`config.mk`:
```
export PLATFORM = sky130hd
export DESIGN_NAME = ahb_lite_master
export DESIGN_NICKNAME = d
export VERILOG_FILES = /design/src/rtl/bridge_pkg.sv /design/src/rtl/ahb_lite_master.sv
export SDC_FILE = /design/constraint.sdc
export NUM_CORES = 1
export LEC_CHECK = 0
export ABC_CLOCK_PERIOD_IN_PS = 3300
export CAP_MARGIN = 0
export CORE_MARGIN = 4
export CORE_UTILIZATION = 45
export CTS_CLUSTER_DIAMETER = 200
export DETAILED_ROUTE_END_ITERATION = 10
export HOLD_SLACK_MARGIN = 0.1
export PLACE_DENSITY = 0.82
export RECOVER_POWER = 50
export SLEW_MARGIN = 10
export SYNTH_ARGS = -nofsm -noshare
export SYNTH_HDL_FRONTEND = slang
export SYNTH_SLANG_ARGS = --single-unit
```
`constraint.sdc`:
```
create_clock -name hclk -period 3.3 [get_ports hclk]
set_input_delay 0.33 -clock hclk [delete_from_list [all_inputs] [get_ports hclk]]
set_output_delay 0.33 -clock hclk [all_outputs]
set_load 0.05 [all_outputs]
```
`src/rtl/bridge_pkg.sv`:
```
// Shared AHB-Lite types and constants for the bridge and its traffic sources.
// Holds bus widths, HTRANS/HBURST/HSIZE encodings and the master error-handling states.
package bridge_pkg;

  localparam int HADDR_SIZE = 32;
  localparam int HDATA_SIZE = 32;

  typedef enum logic [1:0] {
    IDLE   = 2'b00,
    BUSY   = 2'b01,
    NONSEQ = 2'b10,
    SEQ    = 2'b11
  } htrans_t;

  localparam logic [2:0] HBURST_SINGLE = 3'b000;
  localparam logic [2:0] HSIZE_BYTE    = 3'b000;
  localparam logic [2:0] HSIZE_HWORD   = 3'b001;
  localparam logic [2:0] HSIZE_WORD    = 3'b010;
  localparam logic [2:0] HSIZE_DWORD   = 3'b011;
  localparam logic [3:0] HPROT_DEFAULT = 4'b0011;

  // ERR_WAIT: ap cancelled, erroring transfer still in its second cycle.
  // ERR_FLUSH: one cycle to report the cancelled command.
  typedef enum logic [1:0] {
    ERR_IDLE  = 2'b00,
    ERR_WAIT  = 2'b01,
    ERR_FLUSH = 2'b10
  } err_st_t;

  function automatic logic [2:0] clamp_size(input logic [2:0] size, input logic [2:0] max_size);
    return (size > max_size) ? max_size : size;
  endfunction

endpackage

```
`src/rtl/ahb_lite_master.sv`:
```
// AHB-Lite initiator: single commands become pipelined NONSEQ SINGLE transfers, responses in order.
// Optional macro AHB_MST_ERR_CANCEL_EN cancels the pending address phase on an ERROR response.
module ahb_lite_master
  import bridge_pkg::*;
#(
  parameter int HADDR_SIZE = bridge_pkg::HADDR_SIZE,
  parameter int HDATA_SIZE = bridge_pkg::HDATA_SIZE
) (
  input  logic                  hclk,
  input  logic                  HRESETn,
  input  logic                  cmd_valid,
  output logic                  cmd_ready,
  input  logic                  cmd_write,
  input  logic [HADDR_SIZE-1:0] cmd_addr,
  input  logic [2:0]            cmd_size,
  input  logic [HDATA_SIZE-1:0] cmd_wdata,
  output logic                  rsp_valid,
  output logic [HDATA_SIZE-1:0] rsp_rdata,
  output logic                  rsp_err,
  output logic                  HSEL,
  output logic [HADDR_SIZE-1:0] HADDR,
  output logic                  HWRITE,
  output logic [2:0]            HSIZE,
  output logic [2:0]            HBURST,
  output logic [3:0]            HPROT,
  output logic [1:0]            HTRANS,
  output logic                  HMASTLOCK,
  output logic [HDATA_SIZE-1:0] HWDATA,
  input  logic                  HREADY,
  input  logic                  HRESP,
  input  logic [HDATA_SIZE-1:0] HRDATA
);

  localparam logic [2:0] MAX_SIZE = 3'($clog2(HDATA_SIZE / 8));

  // Command handshake: cmd_valid && cmd_ready in the same cycle moves the command into
  // the address-phase register at the next hclk rise; cmd_ready never depends on cmd_valid.
  logic                  ap_valid;
  logic                  ap_write;
  logic [HADDR_SIZE-1:0] ap_addr;
  logic [2:0]            ap_size;
  logic [HDATA_SIZE-1:0] ap_wdata;
  logic                  dp_valid;
  logic                  dp_write;
  logic [HDATA_SIZE-1:0] hwdata_q;

  err_st_t err_st;
  logic    cancel;
  logic    err_state;
  logic    accept;
  logic [2:0]            size_eff;
  logic [HADDR_SIZE-1:0] addr_mask;

`ifdef AHB_MST_ERR_CANCEL_EN
  err_st_t err_nxt;

  always_ff @(posedge hclk or negedge HRESETn) begin
    if (!HRESETn) err_st <= ERR_IDLE;
    else          err_st <= err_nxt;
  end

  always_comb begin
    err_nxt = err_st;
    cancel  = 1'b0;
    case (err_st)
      ERR_IDLE: begin
        if (dp_valid && HRESP && !HREADY && ap_valid) begin
          err_nxt = ERR_WAIT;
          cancel  = 1'b1;
        end
      end
      ERR_WAIT:  if (HREADY) err_nxt = ERR_FLUSH;
      ERR_FLUSH: err_nxt = ERR_IDLE;
      default:   err_nxt = ERR_IDLE;
    endcase
  end
`else
  assign err_st = ERR_IDLE;
  assign cancel = 1'b0;
`endif

  assign err_state = (err_st != ERR_IDLE);
  assign cmd_ready = (!ap_valid || HREADY) && !err_state;
  assign accept    = cmd_valid && cmd_ready;
  assign size_eff  = clamp_size(cmd_size, MAX_SIZE);
  assign addr_mask = ~((HADDR_SIZE'(1) << size_eff) - HADDR_SIZE'(1));

  // An empty ap may be filled during a wait state (IDLE -> NONSEQ is legal there);
  // a full ap only advances when the current data phase completes.
  always_ff @(posedge hclk or negedge HRESETn) begin
    if (!HRESETn) begin
      ap_valid <= 1'b0;
      ap_write <= 1'b0;
      ap_addr  <= '0;
      ap_size  <= '0;
      ap_wdata <= '0;
      dp_valid <= 1'b0;
      dp_write <= 1'b0;
      hwdata_q <= '0;
    end else begin
      if (HREADY) begin
        dp_valid <= ap_valid;
        dp_write <= ap_write;
        if (ap_valid && ap_write) hwdata_q <= ap_wdata;
        ap_valid <= accept;
      end else if (cancel) begin
        ap_valid <= 1'b0;
      end else if (accept) begin
        ap_valid <= 1'b1;
      end
      if (accept) begin
        ap_write <= cmd_write;
        ap_addr  <= cmd_addr & addr_mask;
        ap_size  <= size_eff;
        ap_wdata <= cmd_wdata;
      end
    end
  end

  always_ff @(posedge hclk or negedge HRESETn) begin
    if (!HRESETn) begin
      rsp_valid <= 1'b0;
      rsp_rdata <= '0;
      rsp_err   <= 1'b0;
    end else if (err_st == ERR_FLUSH) begin
      rsp_valid <= 1'b1;
      rsp_rdata <= '0;
      rsp_err   <= 1'b1;
    end else if (dp_valid && HREADY) begin
      rsp_valid <= 1'b1;
      rsp_rdata <= dp_write ? '0 : HRDATA;
      rsp_err   <= HRESP;
    end else begin
      rsp_valid <= 1'b0;
    end
  end

  assign HSEL      = ap_valid;
  assign HTRANS    = ap_valid ? NONSEQ : IDLE;
  assign HADDR     = ap_addr;
  assign HWRITE    = ap_write;
  assign HSIZE     = ap_size;
  assign HBURST    = HBURST_SINGLE;
  assign HPROT     = HPROT_DEFAULT;
  assign HMASTLOCK = 1'b0;
  assign HWDATA    = hwdata_q;

endmodule

```
==> flow_metrics.py, run 1 <==
metrics = {
    "outcome": {
        "outcome": "finished with violations",
        "failed_checks": "capacitance limit, slew limit",
    },
    "critical_path": {
        "worstSetupEndpointType": "flip-flop",
        "worstSetupPathType": "in2reg",
        "reg2reg_to": "ap_wdata[20]$_DFFE_PN0P_",
        "cp-start-kind": "input port",
        "critPathRequiredTime_ps": 3580,
        "r2r_start": "HSEL$_DFFE_PN0P_",
        "regToRegSetupSlack_ps": 960,
        "crit_path_max_fanout": 41,
        "worst_ep_arrival_time_ps": 2810,
        "rr_worst_depth": 3,
    },
    "sta": {
        "maxSlewHeadroom_pct": -17.85,
        "fin_setup_tns_ps": 0,
        "min_period_over_period_pct": 76.63,
        "period_minus_slack_ps": 2529,
        "whs_ps": 480.7,
        "drv_slew": 71,
        "clock-skew-final_ps": 6.094,
        "max_freq_mhz": 395.4,
        "rsz0062_at_grt": "false",
        "tightest_slew_ps": 1768,
        "setup_viol": 0,
        "hold_viol": 0,
    },
    "global_route": {
        "grt_pass1_wl_um": 21610,
        "grt_max_degree": 72,
        "grt_use_total_pct": 19.27,
        "grt_overflow": 0,
        "antenna_found_initial": 0,
        "grt_pass1_vias": 4076,
    },
    "clock_network": {
        "cts_max_level": 4,
        "numCtsBuffers": 17,
        "ctsResizeCount": 0,
        "clock_latency_ps": 400,
        "cts_root_buf": "clkbuf_16",
        "clk_path_buf_depth": 2,
        "cts.clk_slew.worst_paths_ps": 60,
        "cts_sinks": 137,
        "cts_tree": "done",
    },
    "placement": {
        "place.gp.congestion": 0.7820,
        "dp_cells": 746,
        "port_buffers": 209,
        "place_hpwl_um": 9455,
        "placed_area_um2": 7680,
    },
    "logic_synthesis": {
        "ys_types": 26,
        "synthArstFlopShare_pct": 100.0,
        "synth_edf_count": 0,
        "synthTopCellsByCount": "dfrtp_1, mux2_2, mux2_4",
        "synth_top_area_share_pct": 61.73,
        "avgSynthCellArea_um2": 14.28,
        "synth_top_area_cell": "dfrtp_1",
        "synth_most_common_cell": "dfrtp_1",
        "syn_inst": 389,
        "yosys_register_bits": 137,
        "ys.flop_type": "dfrtp_1",
        "syn_area_um2": 5554,
        "yosys_warnings": 0,
        "netlist_top_cells_area": "dfrtp_1, mux2_2, mux2_4, nand2b_1, o21ai_0",
        "ys_seq_area_share_pct": 61.73,
    },
    "drt": {
        "ant_nets": 0,
        "wl_um": 13310,
        "drc": 0,
        "wl_per_cell_um": 17.13,
        "drtPass1Iterations": 4,
        "viasPerCell": 4.739,
        "vias": 3682,
        "drt_iter0_markers": 230,
    },
    "pwr": {
        "power_leakage_nw": 3.599,
        "power.density_nw_per_um2": 796.7,
        "vdd_drop_max_uv": 501.4,
    },
    "hold_path": {
        "hp-start": "rsp_rdata[18]$_DFFE_PN0P_",
        "min_to": "rsp_rdata[18]$_DFFE_PN0P_",
        "whs_path_depth": 2,
        "hold_path_class": "reg2reg",
    },
    "floorplan": {
        "rows": 40,
        "dieWidth_um": 119.1,
        "start_util_pct": 46.05,
        "core-area_um2": 12060,
        "dieArea_um2": 14180,
        "chipHeight_um": 119.1,
        "io-pin-count": 219,
    },
    "final_layout": {
        "area_growth_pct": 49.81,
        "n_antenna_cell": 0,
        "drive_above_1_share_pct": 21.84,
        "fin_nets": 704,
        "final_cell_area_um2": 8320,
        "stdcell_count": 777,
    },
    "run": {
        "cap_violations": 1,
    },
}
what timing repair did:
| action | 4_1_cts | 5_1_grt |
|---|---|---|
| buffers inserted | 0 | 0 |
| hold buffers | 1 | 0 |
| hold endpoints to repair | 70 | 0 |
through the flow:
stage	power, mW	setup WS (ps)	util (%)
floorplan	3.739	1527	-
global placement	4.559	975.8	63.67
detailed placement	4.613	911.8	63.67
CTS	6.710	999.7	69.13
global route	6.890	622.7	68.98
finish	6.629	771.2	68.98
where the power goes:
group          switching (mW)  internal (mW)
clock network           0.682           1.38
registers               0.215           2.03
logic                    1.43          0.897
total                    2.33           4.30
worst max-delay path by stage:
stage | from | end | slack [ps]
floorplan | HSEL$_DFFE_PN0P_ | ap_wdata[14]$_DFFE_PN0P_ | 1530
finish | HREADY | ap_wdata[20]$_DFFE_PN0P_ | 770
detailed placement | HREADY | rsp_rdata[15]$_DFFE_PN0P_ | 910
global route | HREADY | ap_wdata[20]$_DFFE_PN0P_ | 620
global placement | HREADY | ap_wdata[20]$_DFFE_PN0P_ | 980
CTS | HREADY | cmd_ready | 1000
cell usage in the layout, fill, tap and decap left out, types with 3 or more instances in the layout:
master,instances
conb_1,11
nand2b_1,34
mux2_4,36
mux2_2,62
inv_1,4
clkbuf_16,17
nor2b_1,3
clkinvlp_4,3
nand2_1,35
clkdlybuf4s50_1,203
bufinv_16,5
dlygate4sd3_1,6
dfrtp_1,137
o21ai_0,34
layer usage:
layer | vias up | GRT usage [%] | wire length [um]
met2 | 149 | 33.49 | 6951
met1 | 1820 | 22.47 | 5232
met5 | - | 0 | 0
met4 | 0 | 6.083 | 154
met3 | 12 | 6.458 | 971
li1 | 1701 | - | -
state kept, by name, indices dropped and copies added (netlist names):
name and count:
dp_valid 1, HWRITE 1, HSEL 1, rsp_valid 1, HADDR 32, dp_write 1
HWDATA 32, HSIZE 3, ap_wdata 32, rsp_rdata 32, rsp_err 1
cells by family (layout without fill, tap and decap cells):
family	after synthesis	in the layout	synth area share, %
other	2	11	0.1352
flip-flops	137	137	61.73
multiplexers	99	99	22.48
AO/OA/AOI/OAI	36	36	3.244
adder cells (fa/ha/maj)	1	1	0.2252
buffers and inverters	35	246	4.663
AND/OR/NAND/NOR	79	79	7.524
worst max-delay path, cell delays in order:
cell and delay [ps]:
dlygate4sd3_1 650, nand2b_1 290, and2_2 1090, mux2_2 430
final cells by class:
type                       instances  area [um2]
timing repair buffer             212        2125
fill                             866        3741
sequential                       137        3428
inverter                           4       15.01
tap                              168       210.2
clock buffer                      19       452.9
multi-input combinational        226        1894
clock inverter                    11       195.2
No activity file was read; power rests on OpenSTA's default activity.
==> inputs of run 2 (changes only) <==
Settings changed: ABC_CLOCK_PERIOD_IN_PS 3300 to 2100, CORE_UTILIZATION 45 to 39, PLACE_DENSITY 0.82 to 0.76.
Clock period 3.3 ns to 2.1 ns, I/O delays scaled along.
==> flow_metrics.py, run 2 (synthesis results as in run 1) <==
metrics = {
    "placement": {
        "place.gp.congestion": 0.8295,
        "port_buffers": 209,
        "place_hpwl_um": 9453,
        "dpl_worst_slack_ps": 315.5,
        "placed_area_um2": 7843,
    },
    "drt": {
        "drc": 0,
        "ant_nets": 0,
        "vias": 3655,
        "wl_um": 12870,
        "viasPerCell": 4.563,
        "drtPass1Iterations": 4,
        "wl_per_cell_um": 16.07,
        "drt_iter0_markers": 121,
    },
    "global_route": {
        "grt_use_total_pct": 16.50,
        "grt_max_degree": 67,
        "antenna_found_initial": 0,
        "grt_overflow": 0,
        "grt_pass1_vias": 3991,
        "grt_pass1_wl_um": 20910,
    },
    "floorplan": {
        "core-area_um2": 13930,
        "io-pin-count": 219,
        "dieWidth_um": 127.3,
        "rows": 43,
        "start_util_pct": 39.86,
        "chipHeight_um": 127.3,
        "dieArea_um2": 16210,
    },
    "final_layout": {
        "final_cell_area_um2": 8357,
        "most-common-layout-cells": "clkdlybuf4s50_1, dfrtp_1, mux2_2, nand2_1",
        "nFillCells": 1098,
        "final_common_cell": "clkdlybuf4s50_1",
        "area_growth_pct": 50.46,
        "seq_area_um2": 3428,
        "fin_nets": 714,
        "drive_above_1_share_pct": 21.74,
        "multiInputGateArea_um2": 1884,
        "n_antenna_cell": 0,
    },
    "clock_network": {
        "cts_sinks": 137,
        "cts_max_level": 4,
        "ctsResizeCount": 0,
        "clock_latency_ps": 410,
        "clk_path_buf_depth": 2,
        "cts.clk_slew.worst_paths_ps": 60,
        "post_cts_buffers": 0,
        "cts_hold_buf": 1,
        "numCtsBuffers": 17,
        "cts_tree": "done",
        "cts_root_buf": "clkbuf_16",
    },
    "critical_path": {
        "critPathRequiredTime_ps": 1890,
        "slowest_stage": "clkdlybuf4s50_1",
        "worstSetupPathType": "reg2out",
        "cp_top_family": "buffers and inverters",
        "cp-start-kind": "flip-flop",
        "r2r_start": "dp_valid$_DFFE_PN0P_",
        "worstSetupEndpointType": "output port",
        "max_stage_delay_ps": 850,
        "crit_path_cell_trace": "clkdlybuf4s50_1",
        "startpoint": "HSEL$_DFFE_PN0P_",
        "worst-path-buf-inv": 1,
        "worst_ep_arrival_time_ps": 1690,
        "crit_path_max_fanout": 5,
    },
    "pwr": {
        "power_leakage_nw": 3.608,
        "power.density_nw_per_um2": 1207,
        "power.switching_mw": 3.608,
        "switching_share_pct": 35.77,
        "p_int_mw": 6.480,
        "pwr-share-comb_pct": 36.3,
        "p_clk_share_pct": 28.9,
        "power_frac_seq_pct": 34.8,
        "vdd_drop_max_uv": 841.3,
    },
    "sta": {
        "rsz0062_at_grt": "false",
        "fin_setup_tns_ps": 0,
        "max_freq_mhz": 525.3,
        "tightest_slew_ps": 1026,
        "whs_ps": 367.3,
        "period_minus_slack_ps": 1904,
        "min_period_over_period_pct": 90.66,
        "clock-skew-final_ps": 6.062,
        "maxSlewHeadroom_pct": 31.57,
        "worst_slack_ps": 196.2,
        "hold_viol": 0,
        "drv_slew": 0,
        "setup_viol": 0,
    },
    "run": {
        "cap_violations": 0,
    },
    "hold_path": {
        "hold_path_class": "in2reg",
        "hp-start": "cmd_addr[7]",
    },
    "outcome": {
        "outcome": "finished, final reports clean",
    },
}
==> run 2: path summary, 6_finish.rpt <==
check                                            end  slack [ps]  cells past startpoint
max                                             HSEL         200                      1
min                             HADDR[7]$_DFFE_PN0P_         370                      3
max reg2reg                      rsp_err$_DFFE_PN0P_         340                      3
min reg2reg                rsp_rdata[10]$_DFFE_PN0P_         480                      2
max in group asynchronous   ap_wdata[29]$_DFFE_PN0P_         470                      3
min in group asynchronous   rsp_rdata[7]$_DFFE_PN0P_         510                      2
==> run 2: power groups by stage <==
stage	clock, mW	sequential [mW]	combinational, mW
6_report	2.92	3.51	3.66
5_1_grt	3.13	3.59	3.82
4_1_cts	3.01	3.52	3.73
3_5_place_dp	0	3.56	3.72
3_3_place_gp	0	3.53	3.68
2_1_floorplan	0	5.08	0.793
==> run 2: final cells by class <==
type	instances	area share [%]
flip-flops and latches	137	41.02
repair buffers	222	26.55
multi-input cells	226	22.55
clock buffers	25	5.929
well taps	180	2.695
clock inverters	7	1.078
inverters	4	0.1797
==> run 2: stage by stage <==
stage | cells | power, mW | util (%)
finish | 801 | 10.09 | 59.97
floorplan | 398 | 5.875 | -
global placement | 768 | 7.210 | 56.28
detailed placement | 768 | 7.278 | 56.28
CTS | 801 | 10.26 | 60.55
global route | 801 | 10.53 | 59.97
==> run 2: layer usage <==
metal | part of all wire [%] | wire, um | global-route usage, %
met5 | 0 | 0 | 0
met3 | 8.7 | 1121 | 6.020
met1 | 41 | 5251 | 20.07
met4 | 1.9 | 247 | 6.435
met2 | 49 | 6253 | 26.82
==> inputs of run 3 (changes only) <==
Settings changed: CORE_MARGIN 4 to 2.
==> flow_metrics.py, run 3 (synthesis results as in run 1) <==
metrics = {
    "final_layout": {
        "area_growth_pct": 49.63,
        "utilization_pct": 59.87,
        "multiInputGateArea_um2": 1888,
        "fin_nets": 710,
        "n_antenna_cell": 0,
        "final_common_cell": "clkdlybuf4s50_1",
        "drive_above_1_share_pct": 22.24,
        "most-common-layout-cells": "clkdlybuf4s50_1, dfrtp_1, mux2_2, mux2_4, nand2_1",
        "seq_area_um2": 3428,
        "nFillCells": 1096,
    },
    "sta": {
        "maxSlewHeadroom_pct": 16.55,
        "worst_slack_ps": 174.2,
        "setup_viol": 0,
        "clock-skew-final_ps": 8.880,
        "period_minus_slack_ps": 1926,
        "fin_setup_tns_ps": 0,
        "whs_ps": 364.0,
        "tightest_slew_ps": 1252,
        "rsz0062_at_grt": "false",
        "min_period_over_period_pct": 91.71,
        "max_freq_mhz": 519.3,
        "hold_viol": 0,
        "drv_slew": 0,
    },
    "floorplan": {
        "dieWidth_um": 123.3,
        "core-area_um2": 13880,
        "start_util_pct": 40.01,
        "chipHeight_um": 123.3,
        "rows": 43,
        "dieArea_um2": 15210,
        "io-pin-count": 219,
    },
    "clock_network": {
        "cts_max_level": 4,
        "cts.clk_slew.worst_paths_ps": 60,
        "cts_sinks": 137,
        "cts_root_buf": "clkbuf_16",
        "numCtsBuffers": 17,
        "clk_path_buf_depth": 2,
        "post_cts_buffers": 0,
        "clock_latency_ps": 410,
        "cts_tree": "done",
    },
    "run": {
        "cap_violations": 0,
    },
    "pwr": {
        "power_leakage_nw": 3.596,
        "p_clk_share_pct": 27.3,
        "fin_total_pwr_mw": 9.869,
        "power.switching_mw": 3.599,
        "switching_share_pct": 36.47,
        "pwr-share-comb_pct": 37.2,
        "power.density_nw_per_um2": 1188,
        "power_frac_seq_pct": 35.6,
        "p_int_mw": 6.269,
        "vdd_drop_max_uv": 609.2,
    },
    "drt": {
        "drtPass1Iterations": 4,
        "ant_nets": 0,
        "drt_iter0_markers": 148,
        "wl_per_cell_um": 15.68,
        "drc": 0,
        "viasPerCell": 4.608,
        "wl_um": 12490,
        "vias": 3668,
    },
    "critical_path": {
        "slowest_stage": "dlygate4sd3_1",
        "cp-start-kind": "input port",
        "cp_top_family": "buffers and inverters",
        "crit_path_max_fanout": 27,
        "worst-path-buf-inv": 2,
        "max_stage_delay_ps": 600,
        "crit_path_cell_trace": "dlygate4sd3_1 -> nand2b_1 -> nand2_1 -> clkbuf_2 -> mux2_2",
        "worstSetupEndpointType": "flip-flop",
        "critPathRequiredTime_ps": 2390,
        "worst_ep_arrival_time_ps": 2210,
        "worstSetupPathType": "in2reg",
    },
    "global_route": {
        "antenna_found_initial": 0,
        "grt_use_total_pct": 16.87,
        "grt_pass1_wl_um": 19500,
        "grt_pass1_vias": 3852,
        "grt_overflow": 0,
        "grt_max_degree": 52,
    },
    "placement": {
        "place_hpwl_um": 9142,
        "place.gp.congestion": 0.7399,
        "port_buffers": 209,
        "dpl_worst_slack_ps": 138.2,
    },
    "outcome": {
        "outcome": "finished, final reports clean",
    },
    "hold_path": {
        "hold_path_class": "in2reg",
    },
}
==> run 3: repair_timing <==
action,CTS,global route
hold buffers,1,0
resized for setup,0,0
hold endpoints to repair,49,0
==> run 3: metrics by stage <==
stage	area (um2)	std cells
2_1_floorplan	5588	398
3_3_place_gp	7828	764
3_5_place_dp	7828	764
4_1_cts	8382	796
5_1_grt	8310	796
6_report	8310	796
==> run 3: area by class of cell <==
type | count | share of cell area (%)
clock buffer | 24 | 6.037
multi-input combinational | 226 | 22.72
inverter | 4 | 0.1807
timing repair buffer | 218 | 26.59
tap | 180 | 2.710
sequential | 137 | 41.25
clock inverter | 7 | 0.5119
==> run 3: power by group through the flow <==
stage                     clock network, mW  registers (mW)  logic (mW)
after global placement                    0            3.53        3.67
final                                  2.69            3.51        3.67
after global routing                   2.89            3.58        3.83
after floorplan                           0            5.08       0.793
after detailed placement                  0            3.56        3.71
after CTS                              2.77            3.52        3.72
==> run 3: worst min-delay path: stages <==
cell and delay [ps]:
clkdlybuf4s50_1 400, nand2b_1 60, o21ai_0 60
==> run 3: final timing paths <==
check / to / slack, ps / cells after the start / start
min: rsp_rdata[12]$_DFFE_PN0P_ / 360 / 3 / HRDATA[12]
max reg2reg: ap_wdata[31]$_DFFE_PN0P_ / 200 / 4 / HSEL$_DFFE_PN0P_
min in group asynchronous: HADDR[26]$_DFFE_PN0P_ / 630 / 2 / HRESETn
min reg2reg: rsp_rdata[12]$_DFFE_PN0P_ / 480 / 2 / rsp_rdata[12]$_DFFE_PN0P_
max in group asynchronous: rsp_rdata[10]$_DFFE_PN0P_ / 420 / 3 / HRESETn
max: HADDR[29]$_DFFE_PN0P_ / 170 / 5 / HREADY
==> run 3: metal layers <==
layer  track usage (%)  share of wire (%)  vias to the layer above
li1                  -                  -                     1719
met1             20.31                 41                     1781
met2             27.44                 49                      152
met3             6.734                9.1                       16
met4             5.966                1.7                        0
met5                 0                  0                        -
==> patch 1, RTL diff (settings of run 3) <==
Build with the macro `AHB_MST_ERR_CANCEL_EN` defined.
--- a/src/rtl/ahb_lite_master.sv
+++ b/src/rtl/ahb_lite_master.sv
@@ -1,5 +1,7 @@
 // AHB-Lite initiator: single commands become pipelined NONSEQ SINGLE transfers, responses in order.
 // Optional macro AHB_MST_ERR_CANCEL_EN cancels the pending address phase on an ERROR response.
+`define AHB_MST_ERR_CANCEL_EN
+
 module ahb_lite_master
   import bridge_pkg::*;
 #(
Formal check against the unedited RTL: not equivalent (Yosys sat finds a counterexample within 4 cycles, from zero or initial values and one cycle with HRESETn low).
==> patch 1 against run 3 <==
- design area shrank 1.6%
- sequential power up 17%
- power is 30% higher
- sequential cell count up 2
- maximum frequency down 3.2%
- die area is 4.6% lower
- via count down 3.5%
- setup slack worse by 0.065 ns
- sequential share of layout area grew 1.3 points
- area after synthesis shrank 4.8%
- wire length is 4.6% lower
- critical path type is now reg -> out
- largest cell class unchanged
- highest routed layer unchanged
==> patch 1: results (changes against run 3) <==
- Worst R2R End: HWDATA[6]$_DFFE_PN0P_
- Critical path origin: HSEL$_DFFE_PN0P_
- Mux share of post-synthesis cell area: 0.217 (-0.00794)
- Place WS: 0.327 ns (+0.189 ns)
- Vias in the first global route: 3,828 (-0.62%)
- Gr usage total: 0.173 (+0.00406)
- PnR worst setup slack: 0.110 ns (-0.0645 ns)
- Crit path max-delay family: buffers and inverters
- Post-DP HPWL: 8.52 mm (-6.8%)
- Library cells used by synthesis: 27 (+3.8%)
- Vias: 3,539 (-3.5%)
- DRT iter0 DRCs: 136 (-8.1%)
- R2R depth: 3 (-1)
- Layout cell share with drive strength beyond 1: 0.250 (+0.0280)
- Post-synthesis sequential area ratio: 0.658 (+0.0403)
- Hold WC Path Type: in -> reg
- CP Launch Type: register
- Placed cell areas: 7610 µm² (-2.8%)
- Avg Cell Area, Syn: 15.8 µm² (+11%)
- Routing usage on met3: 0.0731 (+0.00577)
- Hold EP: HADDR[1]$_DFFE_PN0P_
- Leak: 3.55 nW (-1.3%)
- Largest cells by area after synthesis: dfrtp_1 66%, mux2_2 20%, a22o_1 5.1%
- Hold Path Stages: 3 (unchanged)
- Final net count: 661 (-6.9%)
- Global-route wire length before repair: 19.3 mm (-1.2%)
- Post-Place Cells: 711 (-6.9%)
- WL met3: 973 µm (-14%)
- Worst setup path end: HSEL
- Synth Area in Compound Gates: 0.0570 (+0.0246)
- Slowest cell on the critical path: clkdlybuf4s50_1
- Initial antenna violation count: 1 (+1)
- Routed length per placed instance: 16.0 µm (+2.1%)
- Outcome: finished, final reports clean
- Synth Area in Adders: 0.00237 (+0.000112)
- Most frequent cells after synthesis: 139 x dfrtp_1, 93 x mux2_2, 31 x a22o_1
- Largest net degree at the start of global routing: 53 (+1.9%)
- Met2 Use GR: 0.269 (-0.00496)
- Worst stage delay on the critical path: 0.90 ns (+0.30 ns)
- CP max FO: 6 (-78%)
- Hold path startpoint: cmd_addr[1]
- Worst-Margin Slew: 1.28 ns (+0.0256 ns)
- Vias per inst: 4.76 (+3.2%)
- Routed metal-1 wirelength: 4.83 mm (-4.6%)
- PD cells: 1570 nW/µm² (+33%)
- Sequential share of power: 0.318 (-0.038)
- Int Power: 0.00772 W (+23%)
- Final Wtd Congestion: 0.755 (+2.0%)
- Met1 track demand over resource: 0.211 (+0.00795)
- Worst VDD drop: 0.694 mV (+14%)
- Hold_ws: 0.354 ns (-0.0101 ns)
- Met2 wire len: 5.83 mm (-4.1%)
- Top cell type's share of synthesized area: 0.658 (+0.0403)
- Worst reg-to-reg setup slack: 0.32 ns (+0.12 ns)
- Clock share of power: 0.233 (-0.040)
- Clock skew: 0.00605 ns (-0.00283 ns)
- CP arrival: 1.78 ns (-0.43 ns)
patch 1: cell count changes after synthesis, sizes merged, moves of 2 or more:
cell / before / now
buf: 22 / 27
nand4: 2 / 0
nor3: 0 / 2
and3: 0 / 2
a22o: 0 / 31
nand2: 35 / 5
o21ai: 34 / 1
nand2b: 34 / 1
mux2i: 1 / 4
dfrtp: 137 / 139
clkbuf: 9 / 0
patch 1: final cells by class:
class / instances / area (µm²)
well taps: 176 / 220
inverters: 5 / 18.8
flip-flops and latches: 139 / 3480
clock inverters: 12 / 146
repair buffers: 220 / 2200
fillers: 1022 / 5070
diodes: 1 / 2.50
multi-input cells: 172 / 1660
clock buffers: 19 / 453
patch 1: kinds of logic after synthesis:
| logic type | after synthesis |
|---|---|
| adders and majority gates | 1 |
| AOI/OAI and AO/OA | 36 |
| and+or+nand+nor | 23 |
| muxes | 101 |
| buffers and inverters | 32 |
| other | 2 |
| DFF | 139 |
==> patch 2, RTL diff (config.mk and constraints of run 3) <==
Without the edit above. Put one more register stage on the output `rsp_err`. The value now appears one clock later. The other outputs are not delayed to match.
--- a/src/rtl/ahb_lite_master.sv
+++ b/src/rtl/ahb_lite_master.sv
@@ -32,6 +32,8 @@
 );
 
   localparam logic [2:0] MAX_SIZE = 3'($clog2(HDATA_SIZE / 8));
+
+  logic rsp_err_s0;
 
   // Command handshake: cmd_valid && cmd_ready in the same cycle moves the command into
   // the address-phase register at the next hclk rise; cmd_ready never depends on cmd_valid.
@@ -121,15 +123,15 @@
     if (!HRESETn) begin
       rsp_valid <= 1'b0;
       rsp_rdata <= '0;
-      rsp_err   <= 1'b0;
+      rsp_err_s0 <= 1'b0;
     end else if (err_st == ERR_FLUSH) begin
       rsp_valid <= 1'b1;
       rsp_rdata <= '0;
-      rsp_err   <= 1'b1;
+      rsp_err_s0 <= 1'b1;
     end else if (dp_valid && HREADY) begin
       rsp_valid <= 1'b1;
       rsp_rdata <= dp_write ? '0 : HRDATA;
-      rsp_err   <= HRESP;
+      rsp_err_s0 <= HRESP;
     end else begin
       rsp_valid <= 1'b0;
     end
@@ -145,5 +147,9 @@
   assign HMASTLOCK = 1'b0;
   assign HWDATA    = hwdata_q;
 
+  always_ff @(posedge hclk) begin
+    rsp_err <= rsp_err_s0;
+  end
+
 endmodule
 
Function: changed (Yosys sat finds a counterexample within 4 cycles, from zero or initial values and one cycle with HRESETn low).
==> patch 2 against run 3 <==
- power grew 2.2%
- highest routed layer unchanged
- via count grew 0.41%
- setup slack gained 0.0075 ns
- wire length shrank 1.3%
- maximum frequency grew 0.39%
- area after synthesis grew 0.36%
- sequential cell count grew 1
- design area grew 1.1%
- synthesized cell count grew 0.26%
==> patch 2: results (changes against run 3) <==
- Outcome: finished, final reports clean
- Layout cell share with drive strength beyond 1: 0.219 (-0.00375)
- Global-route wire length before repair: 18.8 mm (-3.7%)
- Largest net degree at the start of global routing: 66 (+27%)
- R2R depth: 4 (unchanged)
- Routed WL: 12.3 mm (-1.3%)
- Post-synthesis sequential area ratio: 0.619 (+0.00137)
- Gr usage total: 0.163 (-0.00587)
- Largest cells by area after synthesis: dfrtp_1 62%, mux2_2 13%, mux2_4 9.7%
- CP max FO: 5 (-81%)
- Worst VDD drop: 0.683 mV (+12%)
- Post-Place Cells: 769 (+0.65%)
- Final net count: 715 (+0.70%)
- CP arrival: 1.71 ns (-0.50 ns)
- Fillers: 1,084 (-1.1%)
- Asr flop ratio synth: 0.993 (-0.00725)
- Avg Cell Area, Syn: 14.3 µm² (+0.10%)
- Clock skew: 0.00399 ns (-0.00489 ns)
- Vias: 3,683 (+0.41%)
- Vias in the first global route: 3,769 (-2.2%)
- Sw Ratio: 0.358 (-0.00689)
- Post-DP HPWL: 8.85 mm (-3.2%)
- Leak: 3.63 nW (+0.89%)
- Worst stage delay on the critical path: 0.85 ns (+0.25 ns)
- Final Wtd Congestion: 0.764 (+3.2%)
-- patch 2: cell type report --
| class | instances | area, µm² | share of cell area |
|---|---|---|---|
| clock buffers | 24 | 482 | 0.0573 |
| clock inverters | 8 | 92.6 | 0.0110 |
| inverters | 4 | 15.0 | 0.00179 |
| multi-input cells | 226 | 1880 | 0.224 |
| flip-flops and latches | 138 | 3450 | 0.410 |
| well taps | 180 | 225 | 0.0268 |
| repair buffers | 222 | 2260 | 0.269 |
-- patch 2: power groups by stage --
stage	clock network (W)	registers, W	logic (W)
detailed placement	0	0.00358	0.00371
floorplan	0	0.00511	0.000793
global placement	0	0.00356	0.00366
global route	0.00308	0.00361	0.00382
CTS	0.00295	0.00355	0.00372
finish	0.00288	0.00354	0.00367
-- patch 2: kinds of logic after synthesis --
logic type      Yosys count  share of synthesized area
compound gates           36                     0.0323
fa+ha+maj                 1                    0.00224
buf+inv                  35                     0.0465
flops                   138                      0.619
mux                      99                      0.224
other cells               2                    0.00135
simple gates             79                     0.0750
-- patch 2: per-stage QoR --
step                instance area (µm²)  setup slack [ns]  hold slack, ns  utilization
global placement                   7860             0.313          0.0519        0.564
finish                             8400             0.182           0.365        0.603
global route                       8400             0.127           0.356        0.603
detailed placement                 7860             0.281          0.0566        0.564
CTS                                8450            0.0989           0.180        0.606
floorplan                          5610             0.327         -0.0856            -
-- patch 2: timing repair --
| item | in CTS | in global routing |
|---|---|---|
| gates resized for setup | 0 | 0 |
| hold buffers | 1 | 0 |
| endpoints found under the hold margin | 137 | 0 |
-- patch 2: worst paths after layout --
check                                       start                       end  slack, ns
hold reg to reg            rsp_err_s0$_DFFE_PN0P_           rsp_err$_DFF_P_       0.37
max in group asynchronous                 HRESETn  rsp_rdata[0]$_DFFE_PN0P_       0.71
setup / recovery                 HSEL$_DFFE_PN0P_                      HSEL       0.18
setup reg to reg                 HSEL$_DFFE_PN0P_  ap_wdata[20]$_DFFE_PN0P_       0.31
hold / removal                        cmd_addr[7]      HADDR[7]$_DFFE_PN0P_       0.37
min in group asynchronous                 HRESETn  ap_wdata[16]$_DFFE_PN0P_       0.51
-- patch 2: routing by layer --
metal | part of all wire | wire length [µm] | GRT usage | vias to the layer above
li1 | - | - | - | 1734
met1 | 0.43 | 5280 | 0.199 | 1794
met5 | 0 | 0 | 0 | -
met2 | 0.48 | 5940 | 0.263 | 143
met3 | 0.078 | 955 | 0.0669 | 12
met4 | 0.011 | 138 | 0.0504 | 0
